File: src/rtl/cut_sequencer.sv
// Cut sequencer: issues a programmed number of cut_o/cut_end handshakes with a dwell gap.
// Optional watchdog/FAULT state enabled by defining CUT_TIMEOUT_EN.
module cut_sequencer #(
  parameter int unsigned CNT_W          = 8,
  parameter int unsigned GAP_CYCLES     = 25000000,
  parameter int unsigned TIMEOUT_CYCLES = 250000000
) (
  input  logic             clk,
  input  logic             rst_n,
  input  logic             start_i,
  input  logic [CNT_W-1:0] n_cuts_i,
  input  logic             abort_i,
  output logic             cut_o,
  input  logic             cut_end_i,
  output logic             busy_o,
  output logic             done_o,
  output logic             fault_o,
  output logic [CNT_W-1:0] cuts_done_o
);

  localparam int unsigned TMR_W = 32;
  localparam logic [TMR_W-1:0] GapLast     = TMR_W'(GAP_CYCLES - 1);
  localparam logic [TMR_W-1:0] TimeoutLast = TMR_W'(TIMEOUT_CYCLES - 1);

  typedef enum logic [2:0] {
    S_IDLE,
    S_CUT,
    S_GAP,
    S_DONE
`ifdef CUT_TIMEOUT_EN
    , S_FAULT
`endif
  } state_e;

  state_e           state_q, state_d;
  logic [TMR_W-1:0] timer_q, timer_d;
  logic [CNT_W-1:0] cnt_q, cnt_d;
  logic [CNT_W-1:0] n_q, n_d;
  logic [2:0]       sync_q, sync_d;
  logic             cut_q, cut_d;
  logic             busy_q, busy_d;
  logic             done_q, done_d;
`ifdef CUT_TIMEOUT_EN
  logic             fault_q, fault_d;
`endif
  logic             cut_end_rise;

  // cut_end_i is asynchronous; two flops resynchronise, the third gives edge detection
  assign sync_d       = {sync_q[1:0], cut_end_i};
  assign cut_end_rise = sync_q[1] & ~sync_q[2];

  always_comb begin
    state_d = state_q;
    timer_d = timer_q;
    cnt_d   = cnt_q;
    n_d     = n_q;
    done_d  = 1'b0;

    case (state_q)
      S_IDLE: begin
        if (start_i && !abort_i) begin
          cnt_d = '0;
          if (n_cuts_i != '0) begin
            n_d     = n_cuts_i;
            timer_d = '0;
            state_d = S_CUT;
          end else begin
            done_d = 1'b1;
          end
        end
      end
      S_CUT: begin
        if (abort_i) begin
          state_d = S_IDLE;
        end else if (cut_end_rise) begin
          cnt_d   = cnt_q + CNT_W'(1);
          timer_d = '0;
          state_d = (cnt_d == n_q) ? S_DONE : S_GAP;
`ifdef CUT_TIMEOUT_EN
        end else if (timer_q == TimeoutLast) begin
          state_d = S_FAULT;
        end else begin
          timer_d = timer_q + TMR_W'(1);
        end
`else
        end else if (timer_q != TimeoutLast) begin
          // no watchdog: timer only saturates so an endless wait never wraps it
          timer_d = timer_q + TMR_W'(1);
        end
`endif
      end
      S_GAP: begin
        // any cut_end_rise here is the tail of the previous cut and is ignored
        if (abort_i) begin
          state_d = S_IDLE;
        end else if (timer_q == GapLast) begin
          timer_d = '0;
          state_d = S_CUT;
        end else begin
          timer_d = timer_q + TMR_W'(1);
        end
      end
      S_DONE: begin
        state_d = S_IDLE;
      end
`ifdef CUT_TIMEOUT_EN
      S_FAULT: begin
        if (abort_i) state_d = S_IDLE;
      end
`endif
      default: begin
        state_d = S_IDLE;
      end
    endcase

    // outputs registered from the next state so they change on the same edge
    cut_d  = (state_d == S_CUT);
    done_d = done_d | (state_d == S_DONE);
`ifdef CUT_TIMEOUT_EN
    busy_d  = (state_d == S_CUT) || (state_d == S_GAP) || (state_d == S_FAULT);
    fault_d = (state_d == S_FAULT);
`else
    busy_d  = (state_d == S_CUT) || (state_d == S_GAP);
`endif
  end

  always_ff @(posedge clk) begin
    if (!rst_n) begin
      state_q <= S_IDLE;
      timer_q <= '0;
      cnt_q   <= '0;
      n_q     <= '0;
      sync_q  <= '0;
      cut_q   <= 1'b0;
      busy_q  <= 1'b0;
      done_q  <= 1'b0;
`ifdef CUT_TIMEOUT_EN
      fault_q <= 1'b0;
`endif
    end else begin
      state_q <= state_d;
      timer_q <= timer_d;
      cnt_q   <= cnt_d;
      n_q     <= n_d;
      sync_q  <= sync_d;
      cut_q   <= cut_d;
      busy_q  <= busy_d;
      done_q  <= done_d;
`ifdef CUT_TIMEOUT_EN
      fault_q <= fault_d;
`endif
    end
  end

  assign cut_o       = cut_q;
  assign busy_o      = busy_q;
  assign done_o      = done_q;
  assign cuts_done_o = cnt_q;
`ifdef CUT_TIMEOUT_EN
  assign fault_o     = fault_q;
`else
  assign fault_o     = 1'b0;
`endif

endmodule
File: config.mk
export PLATFORM = sky130hd
export DESIGN_NAME = cut_sequencer
export DESIGN_NICKNAME = d
export VERILOG_FILES = /design/src/rtl/cut_sequencer.sv
export SDC_FILE = /design/constraint.sdc
export NUM_CORES = 1
export LEC_CHECK = 0
export ABC_AREA = 1
export CORE_AREA = 2 2 90 92
export CTS_CLUSTER_DIAMETER = 200
export DETAILED_ROUTE_END_ITERATION = 12
export DIE_AREA = 0 0 92 94
export GPL_TIMING_DRIVEN = 1
export PLACE_DENSITY = 0.7
export SYNTH_ARGS = -nofsm -noshare
export SYNTH_HDL_FRONTEND = slang
export SYNTH_SLANG_ARGS = --single-unit
File: constraint.sdc
create_clock -name clk -period 1.8 [get_ports clk]
set_clock_uncertainty 0.15 [all_clocks]
set_input_delay 0.36 -clock clk [delete_from_list [all_inputs] [get_ports clk]]
set_output_delay 0.36 -clock clk [all_outputs]
set_load 0.005 [all_outputs]
==> results of run 1 <==
==> cell families (layout without fill, tap and decap cells) <==
family / after synthesis / in the layout / synth area share
AOI/OAI and AO/OA: 73 / 73 / 0.108
xor gates and xnor gates: 9 / 9 / 0.0213
adders and majority gates: 2 / 2 / 0.00676
buffers and inverters: 89 / 255 / 0.102
DFF: 57 / 57 / 0.308
other: 1 / 2 / 0.00101
and+or+nand+nor: 367 / 367 / 0.452
==> worst paths after layout <==
kind,slack (ns),start,cells after the start,endpoint
worst max-delay path,-0.35,cuts_done_o[0],15,done_o
worst min register to register,0.29,sync_q[0],2,sync_q[1]
worst min-delay path,0.18,n_cuts_i[4],4,done_o
worst max register to register,-0.35,cuts_done_o[0],15,done_o
==> report_power, final <==
| part | internal [mW] | switching (mW) |
|---|---|---|
| Sequential | 1.28 | 0.0136 |
| Clock | 0.579 | 0.628 |
| Combinational | 0.182 | 0.229 |
| Total | 2.04 | 0.871 |
==> per-layer routing <==
metal / track usage / routed length, µm
met1: 0.369 / 5760
met2: 0.542 / 7310
met3: 0.0482 / 996
met4: 0.147 / 593
met5: 0 / 0
==> through the flow <==
| stage | instance area, µm² | utilization | setup WS (ns) | power (mW) | setup TNS [ns] |
|---|---|---|---|---|---|
| 5_1_grt | 5820 | 0.765 | -0.474 | 3.00 | -11.71 |
| 3_3_place_gp | 4910 | 0.646 | -0.535 | 1.59 | -18.91 |
| 6_report | 5820 | 0.765 | -0.348 | 2.91 | -9.19 |
| 2_1_floorplan | 3720 | - | 0.00974 | 1.48 | 0 |
| 4_1_cts | 5420 | 0.713 | -0.171 | 2.82 | -4.54 |
| 3_5_place_dp | 4910 | 0.646 | -0.584 | 1.60 | -21.35 |
==> what timing repair did <==
action,in CTS,in global routing
resized for setup,86,109
setup endpoints to repair,47,53
pin swaps,18,27
cloned,2,1
buffers inserted,11,10
==> worst max-delay path: cells and delay by family, from the launching register on <==
kind | cells | cell delay (ns)
AOI/OAI and AO/OA | 1 | 0.13
and+or+nand+nor | 12 | 1.14
DFF | 1 | 0.38
buffers and inverters | 2 | 0.27
==> area by class of cell <==
| cell class | count | area share |
|---|---|---|
| repair buffers | 163 | 0.241 |
| flip-flops and latches | 57 | 0.203 |
| clock buffers | 11 | 0.0260 |
| inverters | 76 | 0.0514 |
| multi-input cells | 453 | 0.451 |
| clock inverters | 5 | 0.00666 |
| well taps | 102 | 0.0219 |
==> synthesized netlist by cell type (2+ instances only) <==
| cell | number | area (µm²) |
|---|---|---|
| nand2_1 | 165 | 619 |
| nor2_1 | 81 | 304 |
| inv_1 | 67 | 251 |
| dfxtp_1 | 57 | 1140 |
| nand3_1 | 45 | 225 |
| a21oi_1 | 36 | 180 |
| nor3_1 | 25 | 125 |
| o21ai_0 | 15 | 75.1 |
| o21ai_1 | 13 | 65.1 |
| nand4_1 | 12 | 75.1 |
| xor2_1 | 9 | 78.8 |
| inv_2 | 8 | 30.0 |
| nor3_2 | 7 | 70.1 |
| nor2_4 | 6 | 67.6 |
| clkbuf_1 | 5 | 18.8 |
| nor2_2 | 5 | 31.3 |
| buf_6 | 4 | 45.0 |
| nand2_2 | 4 | 25.0 |
| nand3b_1 | 4 | 30.0 |
| a22oi_1 | 3 | 22.5 |
| buf_4 | 3 | 22.5 |
| nor3b_1 | 3 | 22.5 |
| nor4_1 | 3 | 18.8 |
| ha_1 | 2 | 25.0 |
| nand3_2 | 2 | 20.0 |
==> registers in the layout, summed over array words and instances (netlist names) <==
name / count
busy_o: 1
cut_o: 1
timer_q: 32
state_q: 3
n_q: 8
done_o: 1
cuts_done_o: 8
sync_q: 3
==> summary.md, run 1 <==
| Metric | Value |
|---|---|
| Final setup violation count | 45 |
| Via count | 4783 |
| Worst path slowest cell | dfxtp_4 |
| Status | complete, but fails checks |
| Grt total ovfl | 0 |
| Synth cell types | 39 |
| Fraction of registers with async set/reset | 0 |
| Global-route wire length before repair | 21100 µm |
| Placed Instances | 829 |
| CTS Hold Bufs | 0 |
| CP cell instances | buf_6 > clkinvlp_4 > nand2_2 > nand2_2 > nor2_4 > nand2_1 > nor2_1 > nand3_1 > nor2_1 > nand3_1 > nand2_1 > nand2_1 > nand2_2 > nand2_1 > a21oi_1 |
| Slew Viols, Final | 0 |
| CTS Root Cell | clkbuf_8 |
| DIE AREA | 0.00865 mm² |
| Sink Count | 57 |
| Min Tclk post-route | 2.15 ns |
| Worst hold path type | in2reg |
| Number of max-cap violations | 0 |
| Failing checks | setup timing |
| Placeable Area | 0.00761 mm² |
| Prevailing post-synth register cell | dfxtp_1 |
| Post-Syn Area | 0.00370 mm² |
| Drt wl/cell | 16.9 µm |
| Fillers | 552 |
| Die span in x | 92 µm |
| PD cells | 499 mW/mm² |
| CP endpoint kind | flip-flop |
| Register area share after synthesis | 0.308 |
| Rows | 32 |
| Post-Route WL | 14700 µm |
| Final RePlAce weighted congestion | 0.960 |
| Multi-input logic area | 0.00262 mm² |
| Largest buffer count on any clock path | 2 |
| RSZ-0062 raised after global routing | true |
| Vias in the first global route | 4603 |
| CTS tree | built |
| Cells after Synth | 598 |
| DRT Pass-1 Iters | 5 |
| Largest net degree at the start of global routing | 22 |
| Initial Util | 0.487 |
| Total track usage | 0.308 |
| Leak Pwr | 2.40 nW |
| Post-synth EDFFs | 0 |
| Crit-path max cell delay | 0.38 ns |
| Non-Filler Instances | 867 |
| Vias/cell | 5.52 |
| Setup CP Type | reg2reg |
| Antenna violations before repair | 0 |
| H-tree Lvls | 3 |
| Nets | 775 |
| Crit-path max FO | 4 |
| CTS clk-pin slew, worst paths | 0.08 ns |
| Clk Latency, worst-skew pair | 0.35 ns |
| DRT iter0 DRCs | 439 |
| Critical Path Start Type | flip-flop |
| Port-buffer cells | 23 |
| Hold_ws | 0.183 ns |
| Area Growth Syn to Fin | 57.3% |
| Num CTS Buffers | 9 |
| Inserted Diodes | 0 |
| # IOs | 25 |
| Critical Path RT | 1.93 ns |
| Worst path arrival time | 2.28 ns |
| Most frequent cells in the layout | nand2_1 (145), buf_4 (121), inv_1 (62) |
| Syn Area/Cell | 6.19 µm² |
| Post-DP HPWL | 8830 µm |
| Final hold violation count | 0 |
| Total number of yosys warnings | 0 |
| Commonest non-fill, non-tap cell in the layout | nand2_1 |
| Fraction of layout cells with a size suffix above 1 | 0.408 |
| Fmax | 0.465 GHz |
| FF+latch area | 0.00118 mm² |
| Die H | 94 µm |
| Worst VDD drop | 511 µV |
| Flops & latches, synth | 57 |
| Crit share post-route | 1.19 |
| DRC | 0 |
| Post-route ant nets | 0 |
| Crit path top cell by count | nand2_1 |
| Worst Slack Setup Final | -0.348 ns |
Power figures use the tool's default switching activity.
==> run 2: changes to the inputs <==
- SKIP_LAST_GASP: default -> 1
==> summary.md, run 2 (synthesis results as in run 1) <==
| Metric | Value |
|---|---|
| Via count | 4879 |
| Fillers | 555 |
| Design Area, Final | 0.00584 mm² |
| Post-Route WL | 14600 µm |
| H-tree Lvls | 3 |
| Fmax | 0.467 GHz |
| Stages on the worst setup path | 12 |
| CTS Root Cell | clkbuf_8 |
| Worst path arrival time | 2.24 ns |
| Nets | 778 |
| FF+latch area | 0.00118 mm² |
| Inserted Diodes | 0 |
| Placed Instances | 829 |
| Num CTS Buffers | 9 |
| Crit-path max FO | 5 |
| Area Growth Syn to Fin | 57.7% |
| Grt total ovfl | 0 |
| CP endpoint kind | flip-flop |
| Hold path depth | 3 |
| RSZ-0062 raised after global routing | true |
| Number of max-cap violations | 0 |
| Max reg flops | 32 |
| Vias in the first global route | 4578 |
| Vias/cell | 5.61 |
| Highest routed layer | met4 |
| Die H | 94 µm |
| Wl on met1 | 5770 µm |
| Global-route wire length before repair | 20800 µm |
| Drt wl/cell | 16.7 µm |
| Fraction of layout cells with a size suffix above 1 | 0.401 |
| DRT Pass-1 Iters | 6 |
| Port-buffer cells | 23 |
| Die span in x | 92 µm |
| Area after DPL | 0.00491 mm² |
| Rows | 32 |
| Final setup violation count | 38 |
| Largest buffer count on any clock path | 2 |
| Most frequent cells in the layout | nand2_1 (149), buf_4 (127), inv_1 (62) |
| Non-Filler Instances | 870 |
| R2R depth | 12 |
| Hold_ws | 0.163 ns |
| Crit-path max cell delay | 0.36 ns |
| Placeable Area | 0.00761 mm² |
| Buf/Inv on CP | 2 |
| Critical Path Start Type | flip-flop |
| Worst path slowest cell | dfxtp_1 |
| Setup CP Type | reg2reg |
| Sink Count | 57 |
| Final hold violation count | 0 |
| Routed length on met3 | 956 µm |
| PD cells | 498 mW/mm² |
| Worst Slack Setup Final | -0.340 ns |
| Worst hold path type | in2reg |
| Dpl ws | -0.584 ns |
| CP cell instances | buf_4 > nand2_1 > inv_1 > nand2_4 > nor2_4 > nand2_4 > nor2_4 > nand3_2 > nor3_4 > nand3_2 > nor2_1 > nor2_1 |
| Multi-input logic area | 0.00260 mm² |
| Crit share post-route | 1.19 |
| Initial Util | 0.487 |
| Slew Viols, Final | 0 |
| Critical Path RT | 1.90 ns |
| Clk Latency, worst-skew pair | 0.36 ns |
| CTS Hold Bufs | 0 |
| Min Tclk post-route | 2.14 ns |
| CTS tree | built |
| Final RePlAce weighted congestion | 0.960 |
| Reg with most FFs | timer_q |
| Failing checks | setup timing |
| Antenna violations before repair | 0 |
| Commonest non-fill, non-tap cell in the layout | nand2_1 |
| Post-DP HPWL | 8830 µm |
| Status | complete, but fails checks |
| CTS clk-pin slew, worst paths | 0.08 ns |
| DR WL met2 | 7310 µm |
| # IOs | 25 |
| Largest net degree at the start of global routing | 22 |
| CP top delay family | simple AND/OR/NAND/NOR gates |
| DIE AREA | 0.00865 mm² |
| Worst VDD drop | 536 µV |
| Total track usage | 0.304 |
| Post-route ant nets | 0 |
| DRT iter0 DRCs | 489 |
| DRC | 0 |
| Leak Pwr | 2.45 nW |
[run 2: metal layers]
layer,up-vias,global-route usage
met3,58,0.0538
li1,2268,-
met4,0,0.146
met5,-,0
met2,254,0.534
met1,2299,0.360
[run 2: power breakdown]
part           total (mW)  switching [mW]  internal, mW  leakage, nW
logic               0.405           0.221         0.185         1.89
registers            1.29          0.0126          1.28        0.475
clock network        1.21           0.632         0.579       0.0842
[run 2: through the flow]
| stage | TNS, ns | power, mW | utilization |
|---|---|---|---|
| 6_report | -8.33 | 2.91 | 0.767 |
| 5_1_grt | -11.30 | 2.97 | 0.767 |
| 4_1_cts | -5.38 | 2.82 | 0.710 |
| 3_5_place_dp | -21.35 | 1.60 | 0.646 |
| 3_3_place_gp | -18.91 | 1.59 | 0.646 |
| 2_1_floorplan | 0 | 1.48 | - |
[run 2: cell type report]
class,count,area share
Multi-Input combinational cell,453,0.446
Timing Repair Buffer,166,0.246
Sequential cell,57,0.202
Inverter,76,0.0517
Clock buffer,11,0.0259
Tap cell,102,0.0219
Clock inverter,5,0.00664
[run 2: timing repair]
item / in CTS / in global routing
endpoints found under the setup margin: 47 / 53
buffers inserted: 11 / 12
gates cloned: 2 / 2
gates resized for setup: 73 / 105
pin swaps: 18 / 31
[run 2: final timing paths]
path	to	start	slack, ns
min	n_q[3]	n_cuts_i[3]	0.16
max	timer_q[23]	timer_q[5]	-0.34
max reg2reg	timer_q[23]	timer_q[5]	-0.34
min reg2reg	sync_q[1]	sync_q[0]	0.27
[run 2: worst reg2reg max path, delay by kind of cell, from the launching register on]
kind,cells,cell delay [ns]
flip-flops,1,0.36
AND/OR/NAND/NOR,10,1.21
buffers and inverters,2,0.31
==> run 3: changes to the inputs <==
- PLACE_DENSITY: 0.7 -> 0.68
==> summary.md, run 3 (synthesis results as in run 1) <==
| Metric | Value |
|---|---|
| Status | complete, but fails checks |
| Failing checks | setup timing |
| Leak Pwr | 2.61 nW |
| Worst Slack Setup Final | -0.277 ns |
| Final setup violation count | 46 |
| Post-DP HPWL | 8650 µm |
| Clk Latency, worst-skew pair | 0.37 ns |
| Num CTS Buffers | 9 |
| Total negative slack | -7.36 ns |
| Total track usage | 0.301 |
| Die span in x | 92 µm |
| Port-buffer cells | 23 |
| Reg with most FFs | timer_q |
| Grt total ovfl | 0 |
| Final RePlAce weighted congestion | 1.02 |
| DIE AREA | 0.00865 mm² |
| Antenna violations before repair | 0 |
| Non-Filler Instances | 872 |
| Worst hold path type | reg2reg |
| Min Tclk post-route | 2.08 ns |
| RSZ-0062 raised after global routing | true |
| Slew Viols, Final | 0 |
| Critical Path Start Type | flip-flop |
| Inserted Diodes | 0 |
| Worst VDD drop | 575 µV |
| Most frequent cells in the layout | nand2_1 (134), buf_4 (126), inv_1 (63) |
| DRC | 0 |
| CP endpoint kind | flip-flop |
| Fraction of layout cells with a size suffix above 1 | 0.448 |
| DR WL met2 | 7420 µm |
| Die H | 94 µm |
| # IOs | 25 |
| Hold path depth | 2 |
| Hold path endpoint | sync_q[1] |
| Fmax | 0.481 GHz |
| Vias/cell | 5.61 |
| Setup CP Type | reg2reg |
| Nets | 780 |
| Post-Route WL | 14900 µm |
| R2R depth | 10 |
| Critical Path RT | 1.94 ns |
| H-tree Lvls | 3 |
| Post-route ant nets | 0 |
| CTS Root Cell | clkbuf_8 |
| DRT iter0 DRCs | 467 |
| CTS Hold Bufs | 0 |
| Area Growth Syn to Fin | 64.5% |
| DRT Pass-1 Iters | 5 |
| Number of max-cap violations | 0 |
| Commonest non-fill, non-tap cell in the layout | nand2_1 |
| Final hold violation count | 0 |
| Highest routed layer | met4 |
| Crit share post-route | 1.15 |
| Placeable Area | 0.00761 mm² |
| Hold_sp | sync_q[0] |
| Worst path arrival time | 2.21 ns |
| Routed length on met3 | 1020 µm |
| Placed Instances | 832 |
| Wl on met1 | 5780 µm |
| Crit-path max FO | 7 |
| Origin of the critical flop-to-flop path | state_q[0] |
| CTS tree | built |
| Global-route wire length before repair | 20700 µm |
| Vias in the first global route | 4449 |
| Drt wl/cell | 17.1 µm |
| RR Endpoint | timer_q[0] |
| Reg2reg setup slack | -0.28 ns |
| Via count | 4890 |
| Rows | 32 |
| Largest buffer count on any clock path | 2 |
| Sink Count | 57 |
| PD cells | 520 mW/mm² |
| Design Area, Final | 0.00609 mm² |
| CTS clk-pin slew, worst paths | 0.08 ns |
| Max reg flops | 32 |
| Largest net degree at the start of global routing | 25 |
| Area after DPL | 0.00495 mm² |
| Initial Util | 0.487 |
-- run 3: repair_timing --
action                                  in CTS  in global routing
gates resized for setup                     86                133
pin swaps                                   25                 41
cloned                                       1                  3
endpoints found under the setup margin      43                 48
setup buffers                               10                 11
-- run 3: power by group --
part	leakage (nW)	internal [mW]	switching (mW)	total, mW
sequential	0.477	1.28	0.0125	1.29
clock	0.115	0.850	0.594	1.44
combinational	2.02	0.192	0.239	0.431
-- run 3: worst max-delay path by stage --
stage              startpoint          end  slack (ns)  depth (start not counted)
6_report           state_q[0]   timer_q[0]       -0.28                         10
5_1_grt        cuts_done_o[0]       done_o       -0.35                         15
4_1_cts           timer_q[30]  timer_q[18]       -0.13                         10
3_5_place_dp      n_cuts_i[4]  timer_q[22]       -0.58                         10
3_3_place_gp      n_cuts_i[4]   timer_q[0]       -0.54                         11
2_1_floorplan      state_q[0]  timer_q[31]        0.01                         11
-- run 3: per-layer routing --
| metal | global-route usage | up-vias |
|---|---|---|
| met2 | 0.531 | 246 |
| met5 | 0 | - |
| met1 | 0.372 | 2312 |
| li1 | - | 2269 |
| met4 | 0.109 | 0 |
| met3 | 0.0457 | 63 |
-- run 3: critical path, cell delays in order, from the launching register on --
cell and delay, ns:
dfxtp_1 0.34, or2_4 0.27, buf_4 0.14, nor2_2 0.21
nand2_1 0.13, nand2_1 0.14, nor2_4 0.06, nor2_4 0.16
buf_12 0.19, clkinv_8 0.09, a21oi_2 0.12
-- run 3: per-stage QoR --
step / setup WS (ns) / hold WS (ns) / total power [mW] / util
after detailed placement: -0.583 / 0.266 / 1.61 / 0.650
final: -0.277 / 0.271 / 3.16 / 0.800
after floorplan: 0.00974 / 0.240 / 1.48 / -
after CTS: -0.131 / 0.278 / 3.05 / 0.722
after global routing: -0.348 / 0.287 / 3.24 / 0.800
after global placement: -0.537 / 0.261 / 1.60 / 0.650
-- run 3: layout make-up --
| cell class | instances | area [µm²] |
|---|---|---|
| multi-input combinational | 453 | 2780 |
| tap | 102 | 128 |
| clock inverter | 5 | 77.6 |
| inverter | 76 | 308 |
| clock buffer | 11 | 151 |
| sequential | 57 | 1190 |
| timing repair buffer | 168 | 1460 |
| fill | 500 | 1520 |
